$ cat src/rtl/cpu_types_pkg.sv
// Shared execute-stage types: operand word, multiply/divide opcodes and FSM states.
package cpu_types_pkg;

  typedef logic [31:0] word_t;

  typedef enum logic [1:0] {MD_MULT, MD_MULTU, MD_DIV, MD_DIVU} muldiv_op_t;

  typedef enum logic [2:0] {MD_IDLE, MD_PREP, MD_RUN, MD_FIX, MD_DONE} muldiv_state_t;

  localparam int MD_ITERS = 32;

  function automatic logic md_is_signed(muldiv_op_t op);
    return (op == MD_MULT) || (op == MD_DIV);
  endfunction

  function automatic logic md_is_div(muldiv_op_t op);
    return (op == MD_DIV) || (op == MD_DIVU);
  endfunction

endpackage

$ cat src/rtl/muldiv_unit.sv
// Iterative 32-step shift-add multiplier / restoring divider writing HI/LO.
// 35 cycles start-to-done (2 for divide by zero); busy stalls the pipe, flush aborts.
module muldiv_unit
  import cpu_types_pkg::*;
#(
  parameter int WIDTH = 32
) (
  input  logic       CLK,
  input  logic       RST,
  input  logic       start,
  input  logic       flush,
  input  muldiv_op_t op,
  input  word_t      rs,
  input  word_t      rt,
  output logic       busy,
  output logic       done,
  output logic       div_zero,
  output word_t      hi,
  output word_t      lo
);

  localparam int MSB = WIDTH - 1;
  localparam logic [4:0] LAST_ITER = 5'(MD_ITERS - 1);

  muldiv_state_t state_q;
  muldiv_op_t    op_q;
  word_t         rs_q, rt_q, opnd_q, rem_q, hi_q, lo_q;
  logic [63:0]   acc_q;
  logic [4:0]    cnt_q;
  logic          neg_res_q, neg_dvd_q, busy_q, done_q, dz_q;

  logic          is_div, is_signed, div_ge;
  word_t         rs_mag, rt_mag, div_diff, rem_d;
  logic [32:0]   mul_sum, div_shift;
  logic [63:0]   acc_d, result_d;

  // Product is sign-corrected as a whole; quotient and remainder take separate signs.
  function automatic logic [63:0] fix_signs(muldiv_op_t f_op, logic [63:0] f_acc, word_t f_rem,
                                            logic f_neg_res, logic f_neg_dvd);
    word_t q, r;
    if (md_is_div(f_op)) begin
      q = f_neg_res ? -f_acc[31:0] : f_acc[31:0];
      r = f_neg_dvd ? -f_rem : f_rem;
      return {r, q};
    end
    return f_neg_res ? -f_acc : f_acc;
  endfunction

  always_comb begin
    is_div    = md_is_div(op_q);
    is_signed = md_is_signed(op_q);
    rs_mag    = (is_signed && rs_q[MSB]) ? -rs_q : rs_q;
    rt_mag    = (is_signed && rt_q[MSB]) ? -rt_q : rt_q;

    mul_sum   = {1'b0, acc_q[63:32]} + (acc_q[0] ? {1'b0, opnd_q} : 33'd0);

    // A set top bit of the shifted remainder already guarantees it exceeds any divisor.
    div_shift = {rem_q, acc_q[31]};
    div_ge    = div_shift[32] || (div_shift[31:0] >= opnd_q);
    div_diff  = div_shift[31:0] - opnd_q;

    if (is_div) begin
      acc_d = {acc_q[63:32], acc_q[30:0], div_ge};
      rem_d = div_ge ? div_diff : div_shift[31:0];
    end else begin
      acc_d = {mul_sum, acc_q[31:1]};
      rem_d = rem_q;
    end

    result_d = fix_signs(op_q, acc_q, rem_q, neg_res_q, neg_dvd_q);
  end

  always_ff @(posedge CLK or posedge RST) begin
    if (RST) begin
      state_q   <= MD_IDLE;
      op_q      <= MD_MULT;
      rs_q      <= '0;
      rt_q      <= '0;
      opnd_q    <= '0;
      rem_q     <= '0;
      acc_q     <= '0;
      cnt_q     <= '0;
      neg_res_q <= 1'b0;
      neg_dvd_q <= 1'b0;
      hi_q      <= '0;
      lo_q      <= '0;
      busy_q    <= 1'b0;
      done_q    <= 1'b0;
      dz_q      <= 1'b0;
    end else if (flush && state_q != MD_IDLE) begin
      state_q <= MD_IDLE;
      busy_q  <= 1'b0;
      done_q  <= 1'b0;
    end else begin
      case (state_q)
        MD_IDLE, MD_DONE: begin
          done_q <= 1'b0;
          if (start && !flush) begin
            state_q <= MD_PREP;
            op_q    <= op;
            rs_q    <= rs;
            rt_q    <= rt;
            dz_q    <= 1'b0;
            busy_q  <= 1'b1;
          end else begin
            state_q <= MD_IDLE;
          end
        end
        MD_PREP: begin
          if (is_div && rt_q == '0) begin
            dz_q    <= 1'b1;
            busy_q  <= 1'b0;
            done_q  <= 1'b1;
            state_q <= MD_DONE;
          end else begin
            neg_res_q <= is_signed && (rs_q[MSB] ^ rt_q[MSB]);
            neg_dvd_q <= is_signed && rs_q[MSB];
            opnd_q    <= is_div ? rt_mag : rs_mag;
            acc_q     <= {32'd0, is_div ? rs_mag : rt_mag};
            rem_q     <= '0;
            cnt_q     <= '0;
            state_q   <= MD_RUN;
          end
        end
        MD_RUN: begin
          acc_q <= acc_d;
          rem_q <= rem_d;
          cnt_q <= cnt_q + 5'd1;
          if (cnt_q == LAST_ITER) state_q <= MD_FIX;
        end
        MD_FIX: begin
          hi_q    <= result_d[63:32];
          lo_q    <= result_d[31:0];
          busy_q  <= 1'b0;
          done_q  <= 1'b1;
          state_q <= MD_DONE;
        end
        default: begin
          state_q <= MD_IDLE;
          busy_q  <= 1'b0;
          done_q  <= 1'b0;
        end
      endcase
    end
  end

  assign busy     = busy_q;
  assign done     = done_q;
  assign div_zero = dz_q;
  assign hi       = hi_q;
  assign lo       = lo_q;

endmodule

$ cat config.mk
export PLATFORM = sky130hd
export DESIGN_NAME = muldiv_unit
export DESIGN_NICKNAME = d
export VERILOG_FILES = /design/src/rtl/cpu_types_pkg.sv /design/src/rtl/muldiv_unit.sv
export SDC_FILE = /design/constraint.sdc
export NUM_CORES = 1
export LEC_CHECK = 0
export CORE_ASPECT_RATIO = 2
export CORE_UTILIZATION = 40
export CTS_CLUSTER_DIAMETER = 50
export CTS_CLUSTER_SIZE = 20
export DETAILED_ROUTE_END_ITERATION = 8
export DONT_BUFFER_PORTS = 1
export SLEW_MARGIN = 10
export SYNTH_ARGS = -nofsm -noshare
export SYNTH_HDL_FRONTEND = slang
export SYNTH_SLANG_ARGS = --single-unit
$ cat constraint.sdc
create_clock -name CLK -period 10.35 [get_ports CLK]
set_clock_uncertainty 0.05 [all_clocks]
set_input_delay 1.035 -clock CLK [delete_from_list [all_inputs] [get_ports CLK]]
set_output_delay 1.035 -clock CLK [all_outputs]
set_load 0.01 [all_outputs]
Word-level counts from Yosys, hierarchy flattened

Cells that the tools add are included.

Bits in registers: 271
Input bits: 70
Output and inout port bits: 67
Logic and storage cells: 104

$add $sub $neg: 8
$lt $le $gt $ge: 1
Eq/ne operators: 16
Mux-type cells: 34
Bitwise logic cells: 3
Reductions and logical operators: 26

Operators with widths:

| cell                | count |
|---|---|
| $mux 32             | 10 |
| $mux 64             | 5 |
| $neg 32->32         | 4 |
| $pmux 64 s2         | 1 |
| $neg 64->64         | 1 |
| $pmux 32 s2         | 1 |
| $add 32x32->33      | 1 |
| $ge 32x32->1        | 1 |
| $logic_not 32->1    | 1 |
| $sub 32x32->32      | 1 |
| $ne 2x2->1 const B  | 6 |
| $pmux 3 s4          | 1 |
| $reduce_and 3->1    | 4 |
| $reduce_and 4->1    | 3 |
| $pmux 5 s2          | 1 |
| $mux 3              | 3 |
| $ne 3x3->1 const B  | 3 |
| $mux 1              | 8 |
| $eq 3x2->1 const B  | 2 |
| $logic_and 1x1->1   | 6 |
| $pmux 1 s3          | 2 |
| $add 5x1->5 const B | 1 |
| $eq 5x5->1 const B  | 1 |
| $mux 5              | 1 |
| 14 further kinds    | 20 |

Depth between registers and ports, before layout

Gate-level depths: netlist of run 1.

Word-level depth: 7
Mapped depth: 13

Least setup slack after synthesis of run 1

OpenSTA, ideal clock, no wires.

Path kind: flip-flop to flip-flop
Start: register acc_q[0]
End: register hi_q[28] (netlist: hi[28])
Library setup time: 0.125 ns
Arrival time: 3.004 ns
Required time: 10.175 ns
Slack: 7.171 ns
Cell stages (with the launch flop): 13
Path buffers: 2
Clock period less this slack: 3.179 ns
Path through: dfrtp_1 inv_1 clkbuf_1 ha_1 nor3b_1 nand4b_1 or3_1 buf_2 nand4b_4 or3_1 o2111ai_1 o21ai_1 mux2_2

Cells in the longest elaborated chain, start to end: 3

RTL lines:

| element                | RTL line           | RTL |
|---|---|---|
| from (decl)            | muldiv_unit.sv:28  | `logic [63:0] acc_q;` |
| from (signal assigned) | muldiv_unit.sv:119 | `acc_q <= {32'd0, is_div ? rs_mag : rt_mag};` |
| $neg 64->64            | muldiv_unit.sv:46  | `return f_neg_res ? -f_acc : f_acc;` |
| $mux 64 (2 in a row)   | muldiv_unit.sv:46  |  |
| to (signal assigned)   | muldiv_unit.sv:132 | `hi_q <= result_d[63:32];` |
| to (decl)              | muldiv_unit.sv:27  | `word_t rs_q, rt_q, opnd_q, rem_q, hi_q, lo_q;` |

Every way passes these cells.
A chain may end at the register's enable or synchronous reset.

Worst setup path in the final report of run 1

Start: register rt_q[8]
End: register acc_q[15]

Cells in the longest elaborated chain, start to end: 5
Elaborated cells between the ends (all ways): 9
Those cells by class: add/sub (1); eq/ne (1); mux (4); reduce/logical (3)

RTL lines:

| element                | RTL line           | RTL |
|---|---|---|
| from (decl)            | muldiv_unit.sv:27  |  |
| from (signal assigned) | muldiv_unit.sv:102 | `rt_q <= rt;` |
| $neg 32->32            | muldiv_unit.sv:53  | `rt_mag = (is_signed && rt_q[MSB]) ? -rt_q : rt_q;` |
| $mux 32                | muldiv_unit.sv:53  |  |
| $mux 32                | muldiv_unit.sv:119 |  |
| $mux 64                | muldiv_unit.sv:110 | `if (is_div && rt_q == '0) begin` |
| $pmux 64 s2            | muldiv_unit.sv:95  | `case (state_q)` |

Several ways; a longest one is shown, not always the timed one. The select of a mux whose other input is x is not followed.

==> flow_metrics.py, run 1 <==
metrics = {
    "power_and_ir_drop": {
        "p_int_w": 0.00286,
        "combPwrFrac_pct": 45.5,
        "seq_power_share_pct": 35.2,
        "powerDensity_mw_per_mm2": 272,
        "peakVddDrop_mv": 0.183,
        "switchingPower_w": 0.00254,
        "p_leak_nw": 8.66,
        "swShare_pct": 47.0,
        "clock_power_share_pct": 19.3,
    },
    "timing": {
        "holdWs_ps": 377,
        "max_freq_ghz": 0.255,
        "drv_slew": 0,
        "fin_crit_ps": 3920,
        "timing.final.crit_share_pct": 37.9,
        "finalHoldViolations": 0,
        "max_slew.worst_pin.slew_ps": 1120,
        "rsz0062_at_grt": "false",
        "finalSetupTns_ps": 0,
        "slew_headroom_pct": 25.4,
        "setup_viol": 0,
    },
    "drt": {
        "vias_per_cell": 6.08,
        "drtIter0Drc": 1126,
        "drtPass1Iterations": 5,
        "drc_errors": 0,
        "wl_per_cell_um": 23.4,
        "vias": 16200,
        "routed_wirelength_um": 62300,
        "ant_nets": 0,
    },
    "setup_path": {
        "criticalPathCategory": "reg -> reg",
        "crit_path_max_fanout": 59,
        "critPathCaptureType": "register",
        "arrival_ps": 4320,
        "worstPathRequired_ps": 10750,
        "r2r_setup_slack_ps": 6430,
        "ff2ff_path_depth": 8,
        "start_kind": "register",
    },
    "yosys": {
        "synth-seq-cells": 271,
        "synthTopCellsByArea": "dfrtp_1, o21ai_0, nand2_1",
        "ys_async_sr_fraction_pct": 100,
        "synth_common_cells": "dfrtp_1, nand2_1, o21ai_0",
        "ys.flop_type": "dfrtp_1",
        "ys_types": 80,
        "syn_inst": 2147,
        "syn_avg_cell_area_um2": 8.58,
        "syn_area_mm2": 0.0184,
        "yosysTopAreaCell": "dfrtp_1",
        "yosysWarnings": 0,
        "seq_area_frac_synth_pct": 36.8,
        "synth_edf_count": 0,
        "synth_top_cell_area_share_pct": 36.8,
        "synth_most_common_cell": "dfrtp_1",
        "syn_nets": 2289,
    },
    "global_routing": {
        "grt_pass1_wl_um": 94900,
        "grt_max_degree": 179,
        "first_global_vias": 16100,
        "grtUsageTotal_pct": 26.3,
        "grt_antenna_before_repair": 0,
        "grt.overflow.total": 0,
    },
    "clock_network": {
        "cts.clk_slew.worst_paths_ps": 80,
        "cts-buffers-inserted": 26,
        "cts-root-buf": "clkbuf_16",
        "post_cts_resized": 0,
        "worst_skew_pair.late_latency_ps": 570,
        "cts_setup_buffers": 0,
        "hold_buffers": 0,
        "clock_sinks": 271,
        "htreeDepth": 1,
        "clockBufferDepth": 3,
        "cts_tree": "yes",
    },
    "die": {
        "chipWidth_um": 154,
        "pin_count": 137,
        "die_area_mm2": 0.0470,
        "initial_utilization_pct": 40.7,
        "fp.dieH_um": 305,
        "core_area_mm2": 0.0453,
        "rows": 110,
    },
    "placement": {
        "gp_congestion": 0.981,
        "place_inst": 2613,
        "dp_hpwl_um": 48400,
        "port_buffers": 0,
    },
    "outcome": {
        "status": "completed",
    },
    "cells_and_area": {
        "nets": 2223,
        "drive_gt1_share_pct": 8.67,
        "syn_to_final_growth_pct": 7.73,
        "diodes": 0,
        "layout.cells.non_filler": 2660,
    },
    "worst_hold_path": {
        "min_path_type": "in -> async",
    },
    "job": {
        "drv_cap": 0,
    },
}
## worst max-delay path: stages (launching register included)
cell	delay, ps
dfrtp_1	450
nor4_1	550
nand4b_1	540
or3_1	510
nor4_2	500
a21o_2	230
buf_4	490
a2111oi_0	140
a221o_2	340
## cells by family after synthesis
| group | Yosys count | share of synthesized area (%) |
|---|---|---|
| adder cells (fa/ha/maj) | 72 | 4.97 |
| flip-flops | 271 | 36.8 |
| AO/OA/AOI/OAI | 661 | 22.3 |
| buffers and inverters | 186 | 3.95 |
| multiplexers | 100 | 6.02 |
| XOR/XNOR | 189 | 8.99 |
| AND/OR/NAND/NOR | 668 | 17.0 |
## flip-flops by register name (all words and copies together), names as in the netlist, 2 cells and up
register / cells
rem_q: 32
acc_q: 64
state_q: 3
op_q: 2
cnt_q: 5
opnd_q: 32
rt_q: 32
lo: 32
hi: 32
rs_q: 32
## path summary, 6_finish.rpt
path,to,from
setup / recovery,acc_q[15],rt_q[8]
hold / removal,lo[0],RST
setup reg to reg,acc_q[15],rt_q[8]
hold reg to reg,opnd_q[9],opnd_q[9]
max in group asynchronous,op_q[1],RST
min in group CLK,opnd_q[9],opnd_q[9]
## layer usage
metal | up-vias | part of all wire, % | GRT usage [%]
li1 | 7613 | - | -
met1 | 7806 | 34 | 25.7
met2 | 571 | 54 | 50.2
met3 | 190 | 4.3 | 2.82
met4 | 0 | 8.1 | 19.7
met5 | - | 0 | 0
## power by group through the flow
stage                     clock (W)  sequential (W)  combinational, W
final                       0.00104         0.00191           0.00246
after global routing        0.00110         0.00195           0.00268
after CTS                   0.00107         0.00190           0.00244
after detailed placement          0         0.00192           0.00243
after global placement            0         0.00191           0.00239
after floorplan                   0         0.00168           0.00183
## cell usage in the layout (no fill, tap or decap), drive strengths merged, types with 40 or more instances in the layout
master and n:
inv 73, nor3 46, nand2 261, dfrtp 271, nor2 170, a21oi 150
xor2 88, ha 70, mux2 66, a21o 40, o21ai 246, xnor2 101
## stage by stage
stage / cell area (µm²) / setup slack [ps] / util, % / total power (W)
finish: 19800 / 6430 / 43.8 / 0.00541
global placement: 18900 / 6620 / 41.8 / 0.00430
CTS: 19800 / 6510 / 43.8 / 0.00541
floorplan: 18400 / 1800 / - / 0.00351
detailed placement: 18900 / 6520 / 41.8 / 0.00436
global route: 19800 / 6310 / 43.8 / 0.00573
## final cells by class
class / count / area [µm²]
tap: 560 / 701
fill: 4369 / 25400
timing repair buffer: 26 / 208
sequential: 271 / 6790
clock buffer: 28 / 689
multi-input combinational: 1690 / 11000
inverter: 66 / 255
clock inverter: 19 / 243
Note: power is estimated with default switching activity, not from simulation.
==> inputs of run 2 (changes only) <==
- clock period: 10.35 -> 3.7 ns (I/O delays scaled with it)
==> flow_metrics.py, run 2 (same netlist as run 1, synthesis figures left out) <==
metrics = {
    "outcome": {
        "status": "completed",
    },
    "timing": {
        "finalSetupTns_ps": 0,
        "fin_crit_ps": 3420,
        "slew_headroom_pct": 32.3,
        "rsz0062_at_grt": "false",
        "finalWorstSetupSlack_ps": 279,
        "drv_slew": 0,
        "max_freq_ghz": 0.292,
        "max_slew.worst_pin.slew_ps": 1020,
        "setup_viol": 0,
        "holdWs_ps": 62.0,
        "finalHoldViolations": 0,
        "timing.final.crit_share_pct": 92.5,
    },
    "setup_path": {
        "crit_chain": "and2_1 -> ha_1 -> inv_1 -> fa_1 -> nor2b_1 -> o2111ai_1 -> a21oi_1 -> a2111oi_1 -> buf_4 -> nor3_2 -> o21ai_0 -> a21o_1 -> a32o_1",
        "worstPathRequired_ps": 4100,
        "start_kind": "register",
        "slowest_stage": "dfrtp_1",
        "crit_path_max_fanout": 7,
        "path_buf_inv": 2,
        "crit_path_max_incr_delay_ps": 500,
        "crit_family": "compound AO/OA/AOI/OAI gates",
        "critPathCaptureType": "register",
        "criticalPathCategory": "reg -> reg",
        "arrival_ps": 3820,
    },
    "clock_network": {
        "cts-root-buf": "clkbuf_16",
        "worst_skew_pair.late_latency_ps": 570,
        "clock_sinks": 271,
        "cts-buffers-inserted": 25,
        "clockBufferDepth": 3,
        "cts_tree": "yes",
        "cts.clk_slew.worst_paths_ps": 80,
        "cts_setup_buffers": 0,
        "htreeDepth": 1,
    },
    "drt": {
        "drtPass1Iterations": 5,
        "vias_per_cell": 5.98,
        "drc_errors": 0,
        "ant_nets": 0,
        "drtIter0Drc": 1112,
        "vias": 16600,
        "routed_wirelength_um": 66400,
        "wl_per_cell_um": 23.9,
    },
    "cells_and_area": {
        "top_register": "acc_q",
        "final_common_cell": "dfrtp_1",
        "nets": 2346,
        "layout.cells.non_filler": 2781,
        "largest_reg_flops": 64,
        "layout_common_cells": "dfrtp_1, nand2_1, o21ai_0, nor2_1, a21oi_1",
        "drive_gt1_share_pct": 10.5,
        "diodes": 0,
        "syn_to_final_growth_pct": 14.0,
    },
    "power_and_ir_drop": {
        "peakVddDrop_mv": 0.519,
        "p_leak_nw": 9.23,
        "powerDensity_mw_per_mm2": 738,
    },
    "placement": {
        "place_inst": 2667,
        "dp_hpwl_um": 52400,
        "port_buffers": 0,
        "pre_cts_ws_ps": 207,
        "gp_congestion": 1.01,
    },
    "worst_hold_path": {
        "min_path_type": "in -> reg",
    },
    "job": {
        "drv_cap": 0,
    },
    "global_routing": {
        "grt_max_degree": 88,
        "first_global_vias": 17000,
        "grt.overflow.total": 0,
        "grtUsageTotal_pct": 28.4,
        "grt_pass1_wl_um": 101000,
        "grt_antenna_before_repair": 0,
    },
    "die": {
        "initial_utilization_pct": 40.7,
        "fp.dieH_um": 305,
        "core_area_mm2": 0.0453,
        "rows": 110,
        "chipWidth_um": 154,
        "die_area_mm2": 0.0470,
        "pin_count": 137,
    },
}
## run 2: cell types whose count changed in the layout (fill, tap and decap cells not counted), sizes merged
cell	before	now
dlygate4sd3	0	70
inv	73	74
clkbuf	28	25
buf	26	80
clkinv	9	8
## run 2: worst paths after layout
check                              to        from  slack (ps)  cells after the start
max in group asynchronous   neg_res_q         RST        2220                      3
setup / recovery            acc_q[61]    acc_q[0]         280                     13
hold reg to reg            opnd_q[27]  opnd_q[27]         440                      2
hold / removal              acc_q[63]       flush          60                      3
setup reg to reg            acc_q[61]    acc_q[0]         280                     13
min in group asynchronous       hi[0]         RST         390                      2
## run 2: worst min-delay path, stage by stage
cell and delay [ps]:
nor4_1 60, nand2_1 120, o31ai_1 80
## run 2: layout make-up
type	count	area (µm²)
Clock buffer	25	626
Clock inverter	19	240
Fill cell	4354	24300
Inverter	66	251
Multi-Input combinational cell	1690	11000
Sequential cell	271	6790
Tap cell	560	701
Timing Repair Buffer	150	1430
## run 2: repair_timing
action | CTS | global route
resized for setup | 0 | 2
endpoints found under the hold margin | 96 | 0
hold buffers | 70 | 0
setup endpoints to repair | 0 | 1
## run 2: per-layer routing
metal	up-vias	global-route usage [%]	share of wire [%]
li1	7853	-	-
met3	226	3.37	4.1
met2	590	53.5	53
met5	-	0	0
met1	7964	26.6	33
met4	0	24.8	9.7
## run 2: report_power, final
part           internal [W]  switching [W]  total, W
Combinational       0.00289        0.00462   0.00751
Sequential          0.00385        0.00135   0.00521
Clock               0.00140        0.00139   0.00278
Total               0.00814        0.00736    0.0155
## run 2: metrics by stage
stage	cell area (µm²)	util [%]	power, W
detailed placement	19400	42.9	0.0126
global placement	19400	42.9	0.0125
CTS	21000	46.3	0.0155
global route	21000	46.4	0.0164
finish	21000	46.4	0.0155
floorplan	18400	-	0.00982
